$ cat config.mk
export PLATFORM = sky130hd
export DESIGN_NAME = matrix_stream_driver
export DESIGN_NICKNAME = d
export VERILOG_FILES = /design/src/rtl/matrix_pkg.sv /design/src/rtl/matrix_buf.sv /design/src/rtl/matrix_stream_driver.sv
export SDC_FILE = /design/constraint.sdc
export NUM_CORES = 1
export LEC_CHECK = 0
export BUFFER_PORTS_ARGS = -buffer_cell sky130_fd_sc_hd__buf_2
export CAP_MARGIN = 10
export CORE_UTILIZATION = 38
export CTS_CLUSTER_DIAMETER = 120
export DETAILED_ROUTE_END_ITERATION = 12
export GPL_TIMING_DRIVEN = 0
export HOLD_SLACK_MARGIN = 0.05
export PLACE_DENSITY = 0.59
export SYNTH_ARGS = -nofsm -noshare
export SYNTH_HDL_FRONTEND = slang
export SYNTH_HIERARCHICAL = 1
export SYNTH_SLANG_ARGS = --single-unit
$ cat constraint.sdc
create_clock -name clk -period 6.1 [get_ports clk]
set_input_delay 0.305 -clock clk [delete_from_list [all_inputs] [get_ports clk]]
set_output_delay 0.305 -clock clk [all_outputs]
set_load 0.01 [all_outputs]
$ cat src/rtl/matrix_pkg.sv
// Shared definitions for the matrix stream driver: widths, the FSM state
// encoding and a helper that qualifies a requested dimension.
package matrix_pkg;

    localparam int DW      = 8;
    localparam int MAX_DIM = 4;
    localparam int AW      = 4;
    localparam int HDR_LEN = 3;

    typedef enum logic [2:0] {
        IDLE      = 3'd0,
        START     = 3'd1,
        SEND_DIM  = 3'd2,
        SEND_A    = 3'd3,
        SEND_B    = 3'd4,
        WAIT_DONE = 3'd5,
        COLLECT   = 3'd6,
        FINISH    = 3'd7
    } state_e;

    function automatic logic dim_ok(input logic [2:0] d, input int max_dim);
        dim_ok = (d != 3'd0) && (int'(d) <= max_dim);
    endfunction

endpackage

$ cat src/rtl/matrix_buf.sv
// Element buffer: one synchronous write port, one combinational read port.
// Contents are deliberately not reset; out-of-range accesses are ignored.
module matrix_buf #(
    parameter int DW    = 8,
    parameter int AW    = 4,
    parameter int DEPTH = 16
) (
    input  logic          clk,
    input  logic          we,
    input  logic [AW-1:0] waddr,
    input  logic [DW-1:0] wdata,
    input  logic [AW-1:0] raddr,
    output logic [DW-1:0] rdata
);

    logic [DW-1:0] mem [DEPTH];

    // Storage write.
    always_ff @(posedge clk) begin
        if (we && (int'(waddr) < DEPTH)) begin
            mem[waddr] <= wdata;
        end
    end

    // Combinational read, zero for addresses beyond the array.
    always_comb begin
        rdata = (int'(raddr) < DEPTH) ? mem[raddr] : {DW{1'b0}};
    end

endmodule

$ cat src/rtl/matrix_stream_driver.sv
// Streams dimensions and A/B operands to a serial matrix multiplier and
// collects its serial result stream into a readable result buffer.
module matrix_stream_driver #(
    parameter int DW      = matrix_pkg::DW,
    parameter int MAX_DIM = matrix_pkg::MAX_DIM,
    parameter int AW      = matrix_pkg::AW
) (
    input  logic          clk,
    input  logic          rst,
    input  logic [2:0]    cfg_m,
    input  logic [2:0]    cfg_n,
    input  logic [2:0]    cfg_p,
    input  logic          wr_en,
    input  logic          wr_sel,
    input  logic [AW-1:0] wr_addr,
    input  logic [DW-1:0] wr_data,
    input  logic          go,
    input  logic [AW-1:0] rd_addr,
    output logic [DW-1:0] rd_data,
    output logic          mm_start,
    output logic [DW-1:0] mm_in_data,
    input  logic          mm_done,
    input  logic [DW-1:0] mm_out_data,
    input  logic          mm_overflow,
    output logic          busy,
    output logic          complete,
    output logic          ovf_flag,
    output logic          cfg_err
);
    import matrix_pkg::*;

    localparam int DEPTH = MAX_DIM * MAX_DIM;
    localparam int CW    = AW + 1;

    state_e          state_q, state_d;
    logic [CW-1:0]   cnt_q, cnt_d;
    logic [2:0]      m_q, m_d, n_q, n_d, p_q, p_d;
    logic            busy_q, busy_d;
    logic            complete_q, complete_d;
    logic            mm_start_q, mm_start_d;
    logic            cfg_err_q, cfg_err_d;
    logic            ovf_q, ovf_d;
    logic [DW-1:0]   data_q, data_d;

    logic [5:0]      len_a, len_b, len_c;
    logic            go_ok;
    logic            host_wr;
    logic            a_we, b_we, res_we;
    logic [AW-1:0]   res_waddr;
    logic [AW-1:0]   op_raddr;
    logic [DW-1:0]   a_rdata, b_rdata;

    // Host writes land only while idle; result writes follow the capture window.
    always_comb begin
        host_wr   = wr_en && (state_q == IDLE);
        a_we      = host_wr && !wr_sel;
        b_we      = host_wr && wr_sel;
        res_we    = ((state_q == WAIT_DONE) && mm_done) || (state_q == COLLECT);
        res_waddr = (state_q == COLLECT) ? cnt_q[AW-1:0] : {AW{1'b0}};
    end

    // Next-state, counters and the next value of every registered output.
    always_comb begin
        state_d    = state_q;
        cnt_d      = cnt_q;
        m_d        = m_q;
        n_d        = n_q;
        p_d        = p_q;
        cfg_err_d  = 1'b0;
        len_a      = 6'(m_q) * 6'(n_q);
        len_b      = 6'(n_q) * 6'(p_q);
        len_c      = 6'(m_q) * 6'(p_q);
        go_ok      = go && dim_ok(cfg_m, MAX_DIM) && dim_ok(cfg_n, MAX_DIM)
                        && dim_ok(cfg_p, MAX_DIM);

        case (state_q)
            IDLE: begin
                if (go_ok) begin
                    state_d = START;
                    m_d     = cfg_m;
                    n_d     = cfg_n;
                    p_d     = cfg_p;
                end else if (go) begin
                    cfg_err_d = 1'b1;
                end else begin
                    state_d = IDLE;
                end
            end
            START: begin
                state_d = SEND_DIM;
                cnt_d   = {CW{1'b0}};
            end
            SEND_DIM: begin
                if (6'(cnt_q) == 6'(HDR_LEN - 1)) begin
                    state_d = SEND_A;
                    cnt_d   = {CW{1'b0}};
                end else begin
                    cnt_d = cnt_q + CW'(1);
                end
            end
            SEND_A: begin
                if (6'(cnt_q) == len_a - 6'd1) begin
                    state_d = SEND_B;
                    cnt_d   = {CW{1'b0}};
                end else begin
                    cnt_d = cnt_q + CW'(1);
                end
            end
            SEND_B: begin
                if (6'(cnt_q) == len_b - 6'd1) begin
                    state_d = WAIT_DONE;
                    cnt_d   = {CW{1'b0}};
                end else begin
                    cnt_d = cnt_q + CW'(1);
                end
            end
            WAIT_DONE: begin
                // The done cycle itself carries result element 0.
                if (mm_done) begin
                    state_d = (len_c == 6'd1) ? FINISH : COLLECT;
                    cnt_d   = CW'(1);
                end else begin
                    state_d = WAIT_DONE;
                end
            end
            COLLECT: begin
                if (6'(cnt_q) == len_c - 6'd1) begin
                    state_d = FINISH;
                    cnt_d   = {CW{1'b0}};
                end else begin
                    cnt_d = cnt_q + CW'(1);
                end
            end
            FINISH: begin
                state_d = IDLE;
                cnt_d   = {CW{1'b0}};
            end
            default: begin
                state_d = IDLE;
                cnt_d   = {CW{1'b0}};
            end
        endcase

        mm_start_d = (state_d == START);
        busy_d     = (state_d != IDLE) && (state_d != FINISH);
        complete_d = (state_d == FINISH);
        op_raddr   = cnt_d[AW-1:0];

        case (state_d)
            SEND_DIM: begin
                case (cnt_d)
                    CW'(0):  data_d = DW'(m_q);
                    CW'(1):  data_d = DW'(n_q);
                    default: data_d = DW'(p_q);
                endcase
            end
            SEND_A:  data_d = a_rdata;
            SEND_B:  data_d = b_rdata;
            default: data_d = {DW{1'b0}};
        endcase

        if ((state_q == IDLE) && go_ok) begin
            ovf_d = 1'b0;
        end else if (busy_q && mm_overflow) begin
            ovf_d = 1'b1;
        end else begin
            ovf_d = ovf_q;
        end
    end

    // State, counters and registered outputs.
    always_ff @(posedge clk or posedge rst) begin
        if (rst) begin
            state_q    <= IDLE;
            cnt_q      <= {CW{1'b0}};
            m_q        <= 3'd0;
            n_q        <= 3'd0;
            p_q        <= 3'd0;
            busy_q     <= 1'b0;
            complete_q <= 1'b0;
            mm_start_q <= 1'b0;
            cfg_err_q  <= 1'b0;
            ovf_q      <= 1'b0;
            data_q     <= {DW{1'b0}};
        end else begin
            state_q    <= state_d;
            cnt_q      <= cnt_d;
            m_q        <= m_d;
            n_q        <= n_d;
            p_q        <= p_d;
            busy_q     <= busy_d;
            complete_q <= complete_d;
            mm_start_q <= mm_start_d;
            cfg_err_q  <= cfg_err_d;
            ovf_q      <= ovf_d;
            data_q     <= data_d;
        end
    end

    assign busy       = busy_q;
    assign complete   = complete_q;
    assign mm_start   = mm_start_q;
    assign cfg_err    = cfg_err_q;
    assign ovf_flag   = ovf_q;
    assign mm_in_data = data_q;

    matrix_buf #(.DW(DW), .AW(AW), .DEPTH(DEPTH)) u_buf_a (
        .clk(clk), .we(a_we), .waddr(wr_addr), .wdata(wr_data),
        .raddr(op_raddr), .rdata(a_rdata)
    );

    matrix_buf #(.DW(DW), .AW(AW), .DEPTH(DEPTH)) u_buf_b (
        .clk(clk), .we(b_we), .waddr(wr_addr), .wdata(wr_data),
        .raddr(op_raddr), .rdata(b_rdata)
    );

    matrix_buf #(.DW(DW), .AW(AW), .DEPTH(DEPTH)) u_buf_res (
        .clk(clk), .we(res_we), .waddr(res_waddr), .wdata(mm_out_data),
        .raddr(rd_addr), .rdata(rd_data)
    );

endmodule

# Yosys cells after proc, flatten, opt, wreduce, memory -nomap -nowiden
# Memories as Yosys holds them, arrays and structs flattened.
# Cells that the tools add are included.
[totals]
output_inout_bits = 21
ramBits = 384
wordCells = 96
register_bits = 30
n_memories = 3
inputBits = 40
[op_classes]
order_cmp = 3
multipliers = 3
n_eq_ne = 19
n_reduce_logical = 24
n_mux = 29
n_addsub = 4
[memory_table]
columns = ["name", "depth", "word_bits", "read_ports", "rd_ports_with_merged_regs", "wr", "line", "rtl"]
rows = [
  ["u_buf_a.mem", 16, 8, 1, 0, 1, "matrix_buf.sv:16", "logic [DW-1:0] mem [DEPTH];"],
  ["u_buf_b.mem", 16, 8, 1, 0, 1, "matrix_buf.sv:16", ""],
  ["u_buf_res.mem", 16, 8, 1, 0, 1, "matrix_buf.sv:16", ""],
]
[ops]
columns = ["op", "count"]
rows = [
  ["5-bit case mux with 6 select lines", 1],
  ["5-bit two-way mux", 5],
  ["3-bit case mux with 8 select lines", 1],
  ["8-bit case mux with 3 select lines", 1],
  ["3-bit == test, second input constant", 6],
  ["5-bit by 6-bit == test with 1-bit output", 3],
  ["3-bit by 3-bit multiplier with 6-bit output", 3],
  ["3-bit two-way mux", 6],
  ["6-bit by 1-bit subtractor with 6-bit output, second input constant", 3],
  ["1-bit logical AND", 13],
  ["3-bit by 2-bit == test with 1-bit output, second input constant", 4],
  ["1-bit two-way mux", 12],
  ["3-bit nonzero test", 4],
  ["3-bit <= comparator, second input constant", 3],
  ["3-bit by 1-bit == test with 1-bit output, second input constant", 2],
  ["6-bit by 1-bit == test with 1-bit output, second input constant", 1],
  ["3-bit case mux with 2 select lines", 1],
  ["5-bit by 1-bit adder with 5-bit output, second input constant", 1],
  ["5-bit by 1-bit == test with 1-bit output, second input constant", 1],
  ["5-bit by 2-bit == test with 1-bit output, second input constant", 1],
  ["5-bit logical NOT", 1],
  ["4-bit two-way mux", 1],
  ["3-bit logical NOT", 1],
  ["3-bit inequality test, second input constant", 1],
  ["6 further kinds", 6],
]

# Logic depth before layout (Yosys ltp)
[logic_depth]
word_depth = 9
mapped_depth = 20
mapped_depth_nobuf = 18

# Modules after synthesis
# Netlist, hierarchy kept.
[modules_own_cells]
columns = ["module", "cells_each", "seq_area_each_um2", "n_inst", "area_per_inst_um2"]
rows = [
  ["matrix_buf", 221, 3843.7, 3, 4987.3],
  ["matrix_stream_driver", 297, 750.7, 1, 2645.0],
]

# Worst setup path after synthesis
# OpenSTA, ideal clock, no wires.
[synth_timing]
kind = "register to register"
startpoint = "register p_q[0]"
endpoint = "register data_q[1] (netlist: mm_in_data[1])"
setup_slack_ps = 1077
path_buffers = 3
synth_period_minus_slack_ps = 5023
arrival_time_ps = 4883
stages_incl_launch_ff = 19
required_ps = 5960
setup_ps = 140
path_cell_list = "dfrtp_1 buf_2 and2_1 fa_1 ha_1 fa_1 xnor2_2 xnor3_1 nor4_2 o211ai_2 a221oi_4 o22ai_1 buf_6 buf_6 mux4_1 a22oi_1 nand2_1 a222oi_1 o211ai_1"
[synth_between]
word_cells_on_any_way = 24
cone_classes = "add/sub (2); mul (2); eq/ne (7); mux (10); reduce/logical (1); memory (2)"
[synth_lines]
columns = ["item", "line", "rtl"]
rows = [
  ["start, declared", "matrix_stream_driver.sv:37", "logic [2:0] m_q, m_d, n_q, n_d, p_q, p_d;"],
  ["start signal, assigned", "matrix_stream_driver.sv:190", "p_q <= p_d;"],
  ["3-bit by 3-bit multiplier with 6-bit output (on tied branches)", "matrix_stream_driver.sv:72, matrix_stream_driver.sv:71", ""],
  ["6-bit by 1-bit subtractor with 6-bit output (on tied branches)", "matrix_stream_driver.sv:127, matrix_stream_driver.sv:110", ""],
  ["5-bit by 6-bit == test with 1-bit output (on tied branches)", "matrix_stream_driver.sv:127, matrix_stream_driver.sv:110", ""],
  ["5-bit two-way mux (on tied branches)", "matrix_stream_driver.sv:127, matrix_stream_driver.sv:110", ""],
  ["5-bit case mux with 6 select lines *", "matrix_stream_driver.sv:76", "case (state_q)"],
  ["named net cnt_d[0]", "matrix_stream_driver.sv:36", "logic [CW-1:0] cnt_q, cnt_d;"],
  ["memory 16 x 8 bit *", "-", ""],
  ["named net b_rdata[1]", "matrix_stream_driver.sv:51", "logic [DW-1:0] a_rdata, b_rdata;"],
  ["8-bit case mux with 3 select lines *", "matrix_stream_driver.sv:149", "case (state_d)"],
  ["named net data_d[1]", "matrix_stream_driver.sv:43", "logic [DW-1:0] data_q, data_d;"],
  ["end signal, assigned", "matrix_stream_driver.sv:184", "data_q <= {DW{1'b0}};"],
  ["end signal, assigned", "matrix_stream_driver.sv:196", "data_q <= data_d;"],
  ["end, declared", "matrix_stream_driver.sv:43", ""],
]
# Mark *: on every way through the listed nets, which the timed path passes. The rest lies on a longest branch.
# A chain may end at the register's enable or synchronous reset.

# Worst setup path in the final report
[layout_timing]
startpoint = "register n_q[2]"
endpoint = "register data_q[1] (netlist: mm_in_data[1])"
[layout_between]
word_cells_on_any_way = 21
cone_classes = "add/sub (2); mul (2); eq/ne (6); mux (8); reduce/logical (1); memory (2)"
[layout_lines]
columns = ["item", "line", "rtl"]
rows = [
  ["start, declared", "matrix_stream_driver.sv:37", ""],
  ["start signal, assigned", "matrix_stream_driver.sv:189", "n_q <= n_d;"],
  ["3-bit by 3-bit multiplier with 6-bit output (on tied branches)", "matrix_stream_driver.sv:71, matrix_stream_driver.sv:70", ""],
  ["6-bit by 1-bit subtractor with 6-bit output (on tied branches)", "matrix_stream_driver.sv:110, matrix_stream_driver.sv:102", ""],
  ["5-bit by 6-bit == test with 1-bit output (on tied branches)", "matrix_stream_driver.sv:110, matrix_stream_driver.sv:102", ""],
  ["5-bit two-way mux (on tied branches)", "matrix_stream_driver.sv:110, matrix_stream_driver.sv:102", ""],
  ["5-bit case mux with 6 select lines *", "matrix_stream_driver.sv:76", ""],
  ["named net cnt_d[1]", "matrix_stream_driver.sv:36", ""],
  ["memory 16 x 8 bit *", "-", ""],
  ["named net b_rdata[1]", "matrix_stream_driver.sv:51", ""],
  ["8-bit case mux with 3 select lines *", "matrix_stream_driver.sv:149", ""],
  ["named net data_d[1]", "matrix_stream_driver.sv:43", ""],
]
# Marks and branches as above.

==> impl_metrics.tcl <==
set metrics [dict create \
    status "complete, no violations" \
    synth_edf_count 384 \
    dieArea_sq_um 47200 \
    ys.warnings.count 6 \
    crit_fanout 10 \
    gp_congestion 0.8058 \
    yosysMostFrequentCell "edfxtp_1" \
    pin_count 61 \
    die_y_microns 217.3 \
    drive_gt1_share_pct 22.25 \
    rsz0062_at_grt "no" \
    detail_route.wl_per_cell_microns 22.16 \
    worst_pin_slew_ps 1010 \
    peakVddDrop_uv 241.2 \
    viasPerCell 5.332 \
    crit_buf_inv 5 \
    post-route-util_pct 44.53 \
    synthTopCellsByCount "edfxtp_1, nor2_1, nand2_1" \
    crit_path_end_kind "flip-flop" \
    relSlewSlack_pct 32.18 \
    grt_max_degree 33 \
    slowest_stage "fa_1" \
    synth_cell_types 63 \
    clkSinkCount 414 \
    seq_area_frac_synth_pct 69.76 \
    gr-total-overflow 0 \
    n_fill_cell 3868 \
    area_growth_syn_to_layout_pct 15.28 \
    finalHoldViolCount 0 \
    cts_tree "yes" \
    dp_hpwl_microns 24740 \
    finalCriticalPeriod_ps 5720 \
    grt_pass1_vias 9215 \
    path_class "reg -> reg" \
    hp-class "in -> reg" \
    achievable-frequency_mhz 174.8 \
    diodes 0 \
    clockBufferDepth 3 \
    cp.required_ps 6500 \
    setup_violations 0 \
    ys_top_cells_by_area "edfxtp_1, mux4_2, mux4_1, dfrtp_1, a22oi_1" \
    powerDensity_nw_per_um2 282.7 \
    io_buffers 59 \
    crit_path_start_kind "flip-flop" \
    drc_errors 0 \
    total_power_w 0.005738 \
    holdWs_ps 132.1 \
    syn_avg_cell_area_sq_um 18.34 \
    synthCells 960 \
    cts_buffers 44 \
    synth_top_cell_area_share_pct 65.49 \
    detail_route.iter0.violations 691 \
    grt_pass1_wl_microns 57110 \
    multi_input_area_sq_um 4971 \
    async_reset_ff_share_pct 7.246 \
    synth_area_sq_um 17610 \
    slowest_delay_ps 560 \
    seq_area_sq_um 12280 \
    core_area_sq_um 45580 \
    syn_nets 1033 \
    wirelength_microns 38280 \
    p_leak_nw 6.939 \
    root_buffer "clkbuf_16" \
    dpl_cell_area_sq_um 18740 \
    h-tree-depth 2 \
    antenna_found_initial 0 \
    drv_slew 0 \
    skew_ps 12.40 \
    post-route-period-util_pct 93.77 \
    setup_tns_ps 0 \
    cpLargestDelayFamily "compound AO/OA/AOI/OAI gates" \
    drv_cap 0 \
    grt.total_usage_pct 16.43 \
    cp_cell_sequence "clkbuf_1 > nand2_1 > ha_1 > inv_1 > fa_1 > fa_1 > xor2_1 > a2111oi_1 > o221ai_2 > a221oi_4 > buf_4 > o21ai_1 > buf_2 > buf_2 > mux4_2 > a22oi_2 > nand2_1 > a222oi_1 > o211ai_1" \
    ant_nets 0 \
    critPathArrivalTime_ps 6120 \
    die_w_microns 217.3 \
    first_pass_iters 6 \
    fin_area_sq_um 20300 \
    synth_top_cell_by_area "edfxtp_1" \
    synth-seq-cells 414 \
    synth_ff_type "edfxtp_1" \
    fin_nets 1165 \
    path_clk_slew_ps 60 \
    clk-insertion-delay-late_ps 570 \
    vias 9214 \
    row_count 78 \
    start_util_pct 38.63 \
]
==> layout by cell type (no fill, tap or decap), drive strengths merged, types with 6 or more instances in the layout <==
master / count
clkbuf: 70
nand2b: 10
mux4: 96
a21oi: 17
edfxtp: 384
clkdlybuf4s25: 9
nand2: 55
fa: 6
and2: 17
o21ai: 12
a22oi: 48
ha: 27
dfrtp: 30
xnor2: 11
buf: 100
nor3: 20
nand3b: 7
clkinv: 19
nand3: 12
xor2: 7
dlygate4sd3: 12
mux2: 7
inv: 26
nor2: 60
==> metrics by stage <==
stage / cells / setup slack [ps]
floorplan: 960 / 1077
finish: 1728 / 379.8
CTS: 1721 / 13.48
global placement: 1619 / -321.5
global route: 1728 / 54.20
detailed placement: 1627 / -151.5
==> final timing paths <==
kind | start | endpoint | slack [ps] | cells past startpoint
worst max-delay path | n_q[2] | mm_in_data[1] | 380 | 19
worst min-delay path | mm_out_data[5] | u_buf_res/mem[13][5] | 130 | 1
min in group asynchronous | rst | mm_in_data[7] | 390 | 3
worst max register to register | n_q[2] | mm_in_data[1] | 380 | 19
worst min register to register | ovf_flag | ovf_flag | 500 | 2
max in group asynchronous | rst | mm_in_data[1] | 5190 | 4
==> cell type report <==
| cell class | instances | share of cell area [%] |
|---|---|---|
| clock inverters | 22 | 0.6904 |
| repair buffers | 86 | 2.626 |
| inverters | 25 | 0.4623 |
| plain buffers | 45 | 1.590 |
| multi-input cells | 476 | 24.49 |
| clock buffers | 60 | 5.930 |
| flip-flops and latches | 414 | 60.51 |
| well taps | 600 | 3.699 |
==> logic make-up after synthesis <==
kind of cell	count (synthesis)	share of synthesized area, %
AO/OA/AOI/OAI	108	4.463
XOR/XNOR	20	1.201
adder cells (fa/ha/maj)	33	2.601
buffers and inverters	70	2.366
flip-flops	414	69.76
multiplexers	103	13.62
AND/OR/NAND/NOR	212	5.991
==> worst reg2reg max path: cells and delay by family (launching register included) <==
family          cells  cell delay, ps
mux                 1             350
compound gates      7            2090
simple gates        2             260
buf+inv             5            1090
fa+ha+maj           3            1300
xor+xnor            1             160
flops               1             320
==> flip-flops by register name (all words and copies together) (netlist names) <==
name / count
cfg_err: 1
n_q: 3
busy: 1
mm_start: 1
complete: 1
p_q: 3
u_buf_b/mem: 128
cnt_q: 5
u_buf_res/mem: 128
m_q: 3
ovf_flag: 1
mm_in_data: 8
state_q: 3
u_buf_a/mem: 128
==> power breakdown <==
group / switching, W / total [W] / internal [W]
Clock: 0.00107 / 0.00250 / 0.00143
Sequential: 0.0000000000000000000118 / 0.00310 / 0.00310
Combinational: 0.0000896 / 0.000138 / 0.0000480
==> layer usage <==
layer  up-vias  global-route usage (%)  share of wire [%]
met3        66                   2.949                4.8
met4         0                   5.657                2.5
met2       212                   26.79                 49
met1      4780                   22.15                 44
met5         -                       0                  0
li1       4156                       -                  -
==> what timing repair did <==
item                                    4_1_cts  5_1_grt
buffers inserted                              0        2
hold buffers                                 12        0
pin swaps                                     0        4
gates resized for setup                       5        8
endpoints found under the setup margin        3        3
hold endpoints to repair                     24        0
Power figures use the tool's default switching activity.
